$ cat config.mk
export PLATFORM = sky130hd
export DESIGN_NAME = vga_sync_monitor
export DESIGN_NICKNAME = d
export VERILOG_FILES = /design/src/rtl/vga_timing_pkg.sv /design/src/rtl/vga_mon_ref_counter.sv /design/src/rtl/vga_sync_monitor.sv
export SDC_FILE = /design/constraint.sdc
export NUM_CORES = 1
export LEC_CHECK = 0
export ABC_CLOCK_PERIOD_IN_PS = 11600
export BUFFER_PORTS_ARGS = -buffer_cell sky130_fd_sc_hd__buf_2
export CELL_PAD_IN_SITES_DETAIL_PLACEMENT = 0
export CELL_PAD_IN_SITES_GLOBAL_PLACEMENT = 1
export CORE_ASPECT_RATIO = 1.1
export CORE_UTILIZATION = 30
export CTS_BUF_LIST = sky130_fd_sc_hd__clkbuf_8
export CTS_CLUSTER_DIAMETER = 80
export DETAILED_ROUTE_END_ITERATION = 6
export PLACE_DENSITY = 0.59
export SKIP_CTS_REPAIR_TIMING = 1
export SLEW_MARGIN = 20
export SYNTH_ARGS = -nofsm -noshare
export SYNTH_HDL_FRONTEND = slang
export SYNTH_SLANG_ARGS = --single-unit
$ cat constraint.sdc
create_clock -name clk -period 11.6 [get_ports clk]
set_input_delay 1.74 -clock clk [delete_from_list [all_inputs] [get_ports clk]]
set_output_delay 1.74 -clock clk [all_outputs]
set_load 0.02 [all_outputs]
$ cat src/rtl/vga_timing_pkg.sv
// vga_timing_pkg: shared 640x480 VGA timing defaults and monitor state encoding
package vga_timing_pkg;
  localparam int H_DISPLAY = 640;
  localparam int H_FRONT   = 16;
  localparam int H_SYNC    = 96;
  localparam int H_BACK    = 48;
  localparam int V_DISPLAY = 480;
  localparam int V_FRONT   = 10;
  localparam int V_SYNC    = 2;
  localparam int V_BACK    = 33;
  localparam int H_TOTAL   = H_DISPLAY + H_FRONT + H_SYNC + H_BACK;
  localparam int V_TOTAL   = V_DISPLAY + V_FRONT + V_SYNC + V_BACK;
  localparam logic [1:0] SEEK_H = 2'd0;
  localparam logic [1:0] SEEK_V = 2'd1;
  localparam logic [1:0] LOCKED = 2'd2;
endpackage

$ cat src/rtl/vga_mon_ref_counter.sv
// vga_mon_ref_counter: reference h/v position with load/wrap and expected sync/video decode
// Ports: clk, reset (async, active-high), tick (pixel enable), h_load/v_load (align to sync
// edge), hcnt/vcnt (position of the current tick), exp_hsync/exp_vsync/exp_video, frame_last.
module vga_mon_ref_counter #(
  parameter int H_DISPLAY = vga_timing_pkg::H_DISPLAY,
  parameter int H_FRONT   = vga_timing_pkg::H_FRONT,
  parameter int H_SYNC    = vga_timing_pkg::H_SYNC,
  parameter int H_BACK    = vga_timing_pkg::H_BACK,
  parameter int V_DISPLAY = vga_timing_pkg::V_DISPLAY,
  parameter int V_FRONT   = vga_timing_pkg::V_FRONT,
  parameter int V_SYNC    = vga_timing_pkg::V_SYNC,
  parameter int V_BACK    = vga_timing_pkg::V_BACK,
  parameter bit SYNC_ACT  = 1'b1
) (
  input  logic       clk,
  input  logic       reset,
  input  logic       tick,
  input  logic       h_load,
  input  logic       v_load,
  output logic [9:0] hcnt,
  output logic [9:0] vcnt,
  output logic       exp_hsync,
  output logic       exp_vsync,
  output logic       exp_video,
  output logic       frame_last
);
  localparam logic [9:0] H_LAST = 10'(H_DISPLAY + H_FRONT + H_SYNC + H_BACK - 1);
  localparam logic [9:0] V_LAST = 10'(V_DISPLAY + V_FRONT + V_SYNC + V_BACK - 1);
  localparam logic [9:0] H_SS   = 10'(H_DISPLAY + H_FRONT);
  localparam logic [9:0] H_SE   = 10'(H_DISPLAY + H_FRONT + H_SYNC - 1);
  localparam logic [9:0] V_SS   = 10'(V_DISPLAY + V_FRONT);
  localparam logic [9:0] V_SE   = 10'(V_DISPLAY + V_FRONT + V_SYNC - 1);
  localparam logic [9:0] H_VIS  = 10'(H_DISPLAY);
  localparam logic [9:0] V_VIS  = 10'(V_DISPLAY);
  logic [9:0] hcnt_q, hcnt_d, vcnt_q, vcnt_d;
  // The registers hold the position of the previous tick; hcnt/vcnt are the current tick.
  always_comb begin
    hcnt = (hcnt_q == H_LAST) ? '0 : hcnt_q + 10'd1;
    vcnt = (hcnt != '0) ? vcnt_q : (vcnt_q == V_LAST) ? '0 : vcnt_q + 10'd1;
    hcnt_d = !tick ? hcnt_q : h_load ? H_SS : hcnt;
    vcnt_d = !tick ? vcnt_q : v_load ? V_SS : vcnt;
    exp_hsync = ((hcnt >= H_SS) && (hcnt <= H_SE)) ? SYNC_ACT : !SYNC_ACT;
    exp_vsync = ((vcnt >= V_SS) && (vcnt <= V_SE)) ? SYNC_ACT : !SYNC_ACT;
    exp_video = (hcnt < H_VIS) && (vcnt < V_VIS);
    frame_last = (hcnt == H_LAST) && (vcnt == V_LAST);
  end
  always_ff @(posedge clk or posedge reset)
    if (reset) begin
      hcnt_q <= '0;
      vcnt_q <= '0;
    end else begin
      hcnt_q <= hcnt_d;
      vcnt_q <= vcnt_d;
    end
endmodule

$ cat src/rtl/vga_sync_monitor.sv
// vga_sync_monitor: locks to incoming VGA sync edges and checks every pixel tick against reference timing
// Ports: clk, reset (async, active-high), p_tick, hsync/vsync/video_on/pixel_x/pixel_y under test,
// clear_err; locked, frame_done, sticky err_hsync/err_vsync/err_video/err_pixel, frame_count, err_count.
// Define VGA_MON_COORD_CHECK_EN to also check pixel_x/pixel_y during the visible area.
module vga_sync_monitor import vga_timing_pkg::*; #(
  parameter int H_DISPLAY = vga_timing_pkg::H_DISPLAY,
  parameter int H_FRONT   = vga_timing_pkg::H_FRONT,
  parameter int H_SYNC    = vga_timing_pkg::H_SYNC,
  parameter int H_BACK    = vga_timing_pkg::H_BACK,
  parameter int V_DISPLAY = vga_timing_pkg::V_DISPLAY,
  parameter int V_FRONT   = vga_timing_pkg::V_FRONT,
  parameter int V_SYNC    = vga_timing_pkg::V_SYNC,
  parameter int V_BACK    = vga_timing_pkg::V_BACK,
  parameter bit SYNC_ACT  = 1'b1
) (
  input  logic        clk,
  input  logic        reset,
  input  logic        p_tick,
  input  logic        hsync,
  input  logic        vsync,
  input  logic        video_on,
  input  logic [9:0]  pixel_x,
  input  logic [9:0]  pixel_y,
  input  logic        clear_err,
  output logic        locked,
  output logic        frame_done,
  output logic        err_hsync,
  output logic        err_vsync,
  output logic        err_video,
  output logic        err_pixel,
  output logic [15:0] frame_count,
  output logic [15:0] err_count
);
  logic [1:0]  state_q, state_d;
  logic        hs_prev_q, hs_prev_d, vs_prev_q, vs_prev_d;
  logic        frame_done_q, frame_done_d;
  logic [15:0] frame_count_q, frame_count_d, err_count_q, err_count_d, err_base;
  logic        err_hsync_q, err_hsync_d, err_vsync_q, err_vsync_d;
  logic        err_video_q, err_video_d, err_pixel_q, err_pixel_d;
  logic [9:0]  hcnt, vcnt;
  logic        exp_hsync, exp_vsync, exp_video, frame_last;
  logic        hs_edge, vs_edge, chk, h_load, v_load;
  logic        mis_h, mis_v, mis_vid, mis_pix, any_err;
  vga_mon_ref_counter #(
    .H_DISPLAY(H_DISPLAY), .H_FRONT(H_FRONT), .H_SYNC(H_SYNC), .H_BACK(H_BACK),
    .V_DISPLAY(V_DISPLAY), .V_FRONT(V_FRONT), .V_SYNC(V_SYNC), .V_BACK(V_BACK),
    .SYNC_ACT(SYNC_ACT)
  ) u_ref (
    .clk(clk), .reset(reset), .tick(p_tick), .h_load(h_load), .v_load(v_load),
    .hcnt(hcnt), .vcnt(vcnt), .exp_hsync(exp_hsync), .exp_vsync(exp_vsync),
    .exp_video(exp_video), .frame_last(frame_last)
  );
`ifdef VGA_MON_COORD_CHECK_EN
  assign mis_pix = chk && exp_video && ((pixel_x != hcnt) || (pixel_y != vcnt));
`else
  logic unused_pix;
  assign unused_pix = ^{pixel_x, pixel_y};
  assign mis_pix = 1'b0;
`endif
  always_comb begin
    hs_edge = (hs_prev_q != SYNC_ACT) && (hsync == SYNC_ACT);
    vs_edge = (vs_prev_q != SYNC_ACT) && (vsync == SYNC_ACT);
    chk = p_tick && (state_q == LOCKED);
    mis_h = chk && (hsync != exp_hsync);
    mis_v = chk && (vsync != exp_vsync);
    mis_vid = chk && (video_on != exp_video);
    any_err = mis_h || mis_v || mis_vid || mis_pix;
    h_load = p_tick && (state_q == SEEK_H) && hs_edge;
    v_load = p_tick && (state_q == SEEK_V) && vs_edge && (hcnt == '0);
    // A vsync edge off line start means the h alignment was false; start over. Unused codes recover to SEEK_H.
    state_d = !p_tick ? state_q :
              (state_q == SEEK_H) ? (hs_edge ? SEEK_V : SEEK_H) :
              (state_q == SEEK_V) ? (!vs_edge ? SEEK_V : (hcnt == '0) ? LOCKED : SEEK_H) :
              ((state_q == LOCKED) && !mis_h && !mis_v) ? LOCKED : SEEK_H;
    hs_prev_d = p_tick ? hsync : hs_prev_q;
    vs_prev_d = p_tick ? vsync : vs_prev_q;
    frame_done_d = chk && frame_last;
    frame_count_d = frame_count_q + 16'(frame_done_d);
    // A new error on the clearing clk survives the clear.
    err_hsync_d = mis_h || (err_hsync_q && !clear_err);
    err_vsync_d = mis_v || (err_vsync_q && !clear_err);
    err_video_d = mis_vid || (err_video_q && !clear_err);
    err_pixel_d = mis_pix || (err_pixel_q && !clear_err);
    err_base = clear_err ? '0 : err_count_q;
    err_count_d = (any_err && (err_base != 16'hFFFF)) ? err_base + 16'd1 : err_base;
  end
  always_ff @(posedge clk or posedge reset)
    if (reset) begin
      state_q       <= SEEK_H;
      hs_prev_q     <= 1'b0;
      vs_prev_q     <= 1'b0;
      frame_done_q  <= 1'b0;
      frame_count_q <= '0;
      err_count_q   <= '0;
      err_hsync_q   <= 1'b0;
      err_vsync_q   <= 1'b0;
      err_video_q   <= 1'b0;
      err_pixel_q   <= 1'b0;
    end else begin
      state_q       <= state_d;
      hs_prev_q     <= hs_prev_d;
      vs_prev_q     <= vs_prev_d;
      frame_done_q  <= frame_done_d;
      frame_count_q <= frame_count_d;
      err_count_q   <= err_count_d;
      err_hsync_q   <= err_hsync_d;
      err_vsync_q   <= err_vsync_d;
      err_video_q   <= err_video_d;
      err_pixel_q   <= err_pixel_d;
    end
  assign locked      = (state_q == LOCKED);
  assign frame_done  = frame_done_q;
  assign frame_count = frame_count_q;
  assign err_count   = err_count_q;
  assign err_hsync   = err_hsync_q;
  assign err_vsync   = err_vsync_q;
  assign err_video   = err_video_q;
  assign err_pixel   = err_pixel_q;
endmodule

==> results by group <==
Die
  – Initial Util: 30.98%
  – I/O pin cnt: between 60 and 70
  – Die height: 122.1 um
  – Die width: 111.2 um
  – Die area: 13580 um^2
  – Rows: 43
  – Core Region: around 13000 um^2

Place
  – Dpl hpwl: 6.812 mm
  – IO buf count: 44
  – Dpl cells: 608
  – Final GP Congestion: about 0.83
  – Post-Place Cell Area: approximately 4200 um^2
  – Post-Place Worst Slack: roughly 7 ns

Power
  – Pwr Total: between 0.5 and 0.6 mW
  – Clock Power Share: between 40% and 50%
  – P_int: between 0.3 and 0.4 mW
  – VDD IR-drop max: between 50 and 60 uV
  – Pwr/cell area: about 110 nW/um^2
  – Sequential share of power: ~46%
  – Combinational cell fraction of total power: between 8 and 9%
  – Leak Pwr: about 2.0 nW
  – Net Sw Frac: around a quarter
  – Switching power: between 0.1 and 0.15 mW

Yosys
  – Synth warn: 0
  – Largest family of logic cells by synthesized area: simple AND/OR/NAND/NOR gates
  – Post-synth top flop: dfrtp_1
  – Mapped Nets: around 470
  – Seq/Total Area, Yosys: 38.80%
  – Adder-Cell Fraction of Synth Area: under 10%
  – Syn_area_per_cell: about 9.1 um^2
  – Synth Area in XOR/XNOR: under 10%
  – EDFF count, synth: 0
  – Netlist cell types: 72
  – Area of the mapped netlist: 3934 um^2
  – #FFs+latches synth: 61
  – Area fraction in compound gates after synthesis: 14.79%
  – Multiplexer share of the synthesized area: just under 5%
  – Syn Inst Count: approximately 430
  – Async S/R FF share, synth: between 90% and 100%
  – Synth Area in Simple Gates: between 20 and 30%

Timing
  – # setup viols final: 0
  – Slew @ Worst Pin: ~0.83 ns
  – WHS: approximately 0.46 ns
  – Sum of negative setup slack: 0 ns
  – Final hold vios: 0
  – Worst Skew: 0.01150 ns
  – Period minus WS final: 4.722 ns
  – Fmax: between 200 and 250 MHz
  – Slew Limit Fails: 0
  – Max-Slew Margin vs Limit: 43.69%
  – RSZ-0062 raised after global routing: false
  – Worst setup margin: 6.878 ns
  – Final critical-path share of the clock period: between 40% and 50%

Clock tree
  – Num CTS Buffers: 9
  – Root Driver: clkbuf_8
  – Clock latency on the worst-skew pair: 0.36 ns
  – Depth of the CTS H-tree: 3
  – CTS tree: done
  – CTS max path bufs: 2
  – Clk slew on worst S/H paths: ~0.070 ns
  – Sink Count: 61

Route
  – Total Routed Length: between 9 and 10 mm
  – Initial drt markers: 173
  – Vias/cell: ~5.3
  – Antenna Nets Post-Route: 0
  – Via Count: 3295
  – Drt wl/cell: approximately 16 um
  – DRC Markers: 2
  – Pre-antenna DRT Iters: 6

Setup path
  – Worst EP arrival: around 5.0 ns
  – Slowest CP cell: and4bb_1
  – Crit end category: register
  – Cell breakdown of the critical path: ha_1 -> and4_4 -> a22o_1 -> o311ai_1 -> and4bb_1 -> nand2_1 -> o31ai_1 -> nand4_1 -> or4_1 -> nor3_1 -> ha_1 -> ha_1 -> and3_1 -> nand4_1 -> xnor2_1
  – CP startpoint kind: register
  – Critical path peak fanout: 19
  – Cell count of the worst reg-to-reg path: 15
  – Worst Path Required: between 10 and 15 ns
  – Critical path's top delay family: simple AND/OR/NAND/NOR gates
  – Critical path's largest stage delay: a little under 0.8 ns
  – Most common cell on crit path: ha_1
  – Worst Path Buf+Inv: 0
  – Crit path kind: register to register
  – R2R Setup Slk: approximately 6.9 ns
  – RR Startpoint: u_ref.hcnt_q[1]$_DFFE_PP0P_
  – RR Endpoint: frame_count[14]$_DFF_PP0_

Layout
  – # diodes: 0
  – Finished Core Util: roughly a third
  – Area delta synth->final: 13.10%
  – Layout cells sized above 1: around 18%
  – Final Non-Filler Cells: between 600 and 700
  – Cell area after layout: around 4400 um^2
  – # nets final: a little under 500

Global route
  – Initial antenna violation count: 0
  – First-pass GRT wire length: around 16 mm
  – Global route overflow: 0
  – Pin count of the biggest net entering global routing: 62
  – Total GRT Usage: 15.10%
  – Vias in the first global route: around 3100

Min path
  – HP Start: frame_count[15]$_DFF_PP0_
  – HP Class: register to register
  – Worst Hold Path EP: frame_count[15]$_DFF_PP0_
  – Worst hold path depth: 1

Run status
  – Status: finished, violations left
  – Violated checks: DRC

Flow run
  – Max-cap viol count: 0
[cells in the mapped netlist, types with 5 or more instances]
master | n | area share (%)
nand4_1 | 10 | 1.6
or3_1 | 9 | 1.4
o31ai_1 | 7 | 1.3
buf_6 | 5 | 1.4
nand3_1 | 23 | 2.9
dfrtp_1 | 61 | 39
o21ai_0 | 19 | 2.4
a22o_1 | 5 | 1.1
and3_1 | 17 | 2.7
xnor2_1 | 20 | 4.5
xor2_1 | 10 | 2.2
mux2_2 | 6 | 1.7
nor2b_1 | 16 | 2.5
clkbuf_1 | 14 | 1.3
ha_1 | 8 | 2.5
nand2_1 | 45 | 4.3
nor2_1 | 24 | 2.3
nor4_1 | 7 | 1.1
inv_1 | 14 | 1.3
a21oi_1 | 16 | 2.0
nor3_1 | 13 | 1.7
and2_1 | 6 | 0.95
[sequential cells by signal, summed over array words and instances, names as in the netlist]
register      count
err_count        16
err_hsync         1
frame_done        1
hs_prev_q         1
err_video         1
u_ref.hcnt_q     10
err_vsync         1
frame_count      16
vs_prev_q         1
u_ref.vcnt_q     10
state_q           2
err_pixel         1
[worst reg2reg max path, stage by stage, from the launching register on]
cell and delay (ns):
dfrtp_1 0.47, ha_1 0.38, and4_4 0.34, a22o_1 0.19, o311ai_1 0.10, and4bb_1 0.78, nand2_1 0.12, o31ai_1 0.11
nand4_1 0.15, or4_1 0.53, nor3_1 0.33, ha_1 0.30, ha_1 0.27, and3_1 0.27, nand4_1 0.14, xnor2_1 0.14
[layer usage]
metal  up-vias  global-route usage, %  part of all wire [%]
met2        54                  24.96                    48
met5         -                      0                     0
li1       1620                      -                     -
met3        15                  4.229                   3.2
met4         0                  5.828                   1.9
met1      1606                  18.72                    47
[power groups by stage]
stage	Clock, mW	Sequential (mW)	Combinational, mW
2_1_floorplan	0	0.228	0.0376
3_3_place_gp	0	0.234	0.0422
3_5_place_dp	0	0.234	0.0429
4_1_cts	0.242	0.230	0.0428
5_1_grt	0.249	0.232	0.0481
6_report	0.235	0.230	0.0414
[layout by cell type (no fill, tap or decap), drive strengths merged, types with 2 or more instances in the layout]
cell	Yosys	layout
clkbuf	15	10
o31a	2	2
o311ai	2	2
nand3	24	24
xor2	10	10
o31ai	7	7
and2	6	6
bufinv	0	3
ha	8	8
or4	3	3
nand4	10	10
a31o	2	2
nor2b	16	16
and3	17	17
o2111ai	2	2
o211a	2	2
a21oi	16	16
dfrtp	61	61
a22o	5	5
o211ai	3	3
mux2i	5	5
nand2	45	45
o21ai	20	20
or3	10	10
nor4	7	7
a41oi	3	3
mux2	11	11
inv	14	16
buf	12	46
nand3b	2	2
o2bb2ai	3	3
nand2b	4	4
a31oi	4	4
nor3	15	15
clkinv	1	2
xnor2	20	20
nor2	24	24
o22ai	2	2
[kinds of logic (layout without fill, tap and decap cells)]
family	after synthesis	in the layout
simple gates	193	193
fa+ha+maj	8	8
flops	61	61
xor+xnor	30	30
compound gates	82	82
mux	16	16
buf+inv	42	77
[final cells by class]
class	count	area (um^2)
Fill cell	1358	8248
Timing Repair Buffer	46	235.2
Clock inverter	6	102.6
Inverter	15	56.30
Tap cell	157	196.4
Sequential cell	61	1526
Multi-Input combinational cell	329	2195
Clock buffer	10	137.6
[worst max path at each step]
stage	from	to	slack, ns	cells past startpoint
2_1_floorplan	u_ref.hcnt_q[1]$_DFFE_PP0P_	frame_count[10]$_DFF_PP0_	7.68	18
3_3_place_gp	u_ref.hcnt_q[1]$_DFFE_PP0P_	frame_count[14]$_DFF_PP0_	6.87	15
3_5_place_dp	p_tick	frame_count[14]$_DFF_PP0_	6.85	11
4_1_cts	u_ref.hcnt_q[1]$_DFFE_PP0P_	frame_count[14]$_DFF_PP0_	6.83	15
5_1_grt	u_ref.hcnt_q[1]$_DFFE_PP0P_	frame_count[14]$_DFF_PP0_	6.47	15
6_report	u_ref.hcnt_q[1]$_DFFE_PP0P_	frame_count[14]$_DFF_PP0_	6.88	15
Power figures use the tool's default switching activity.
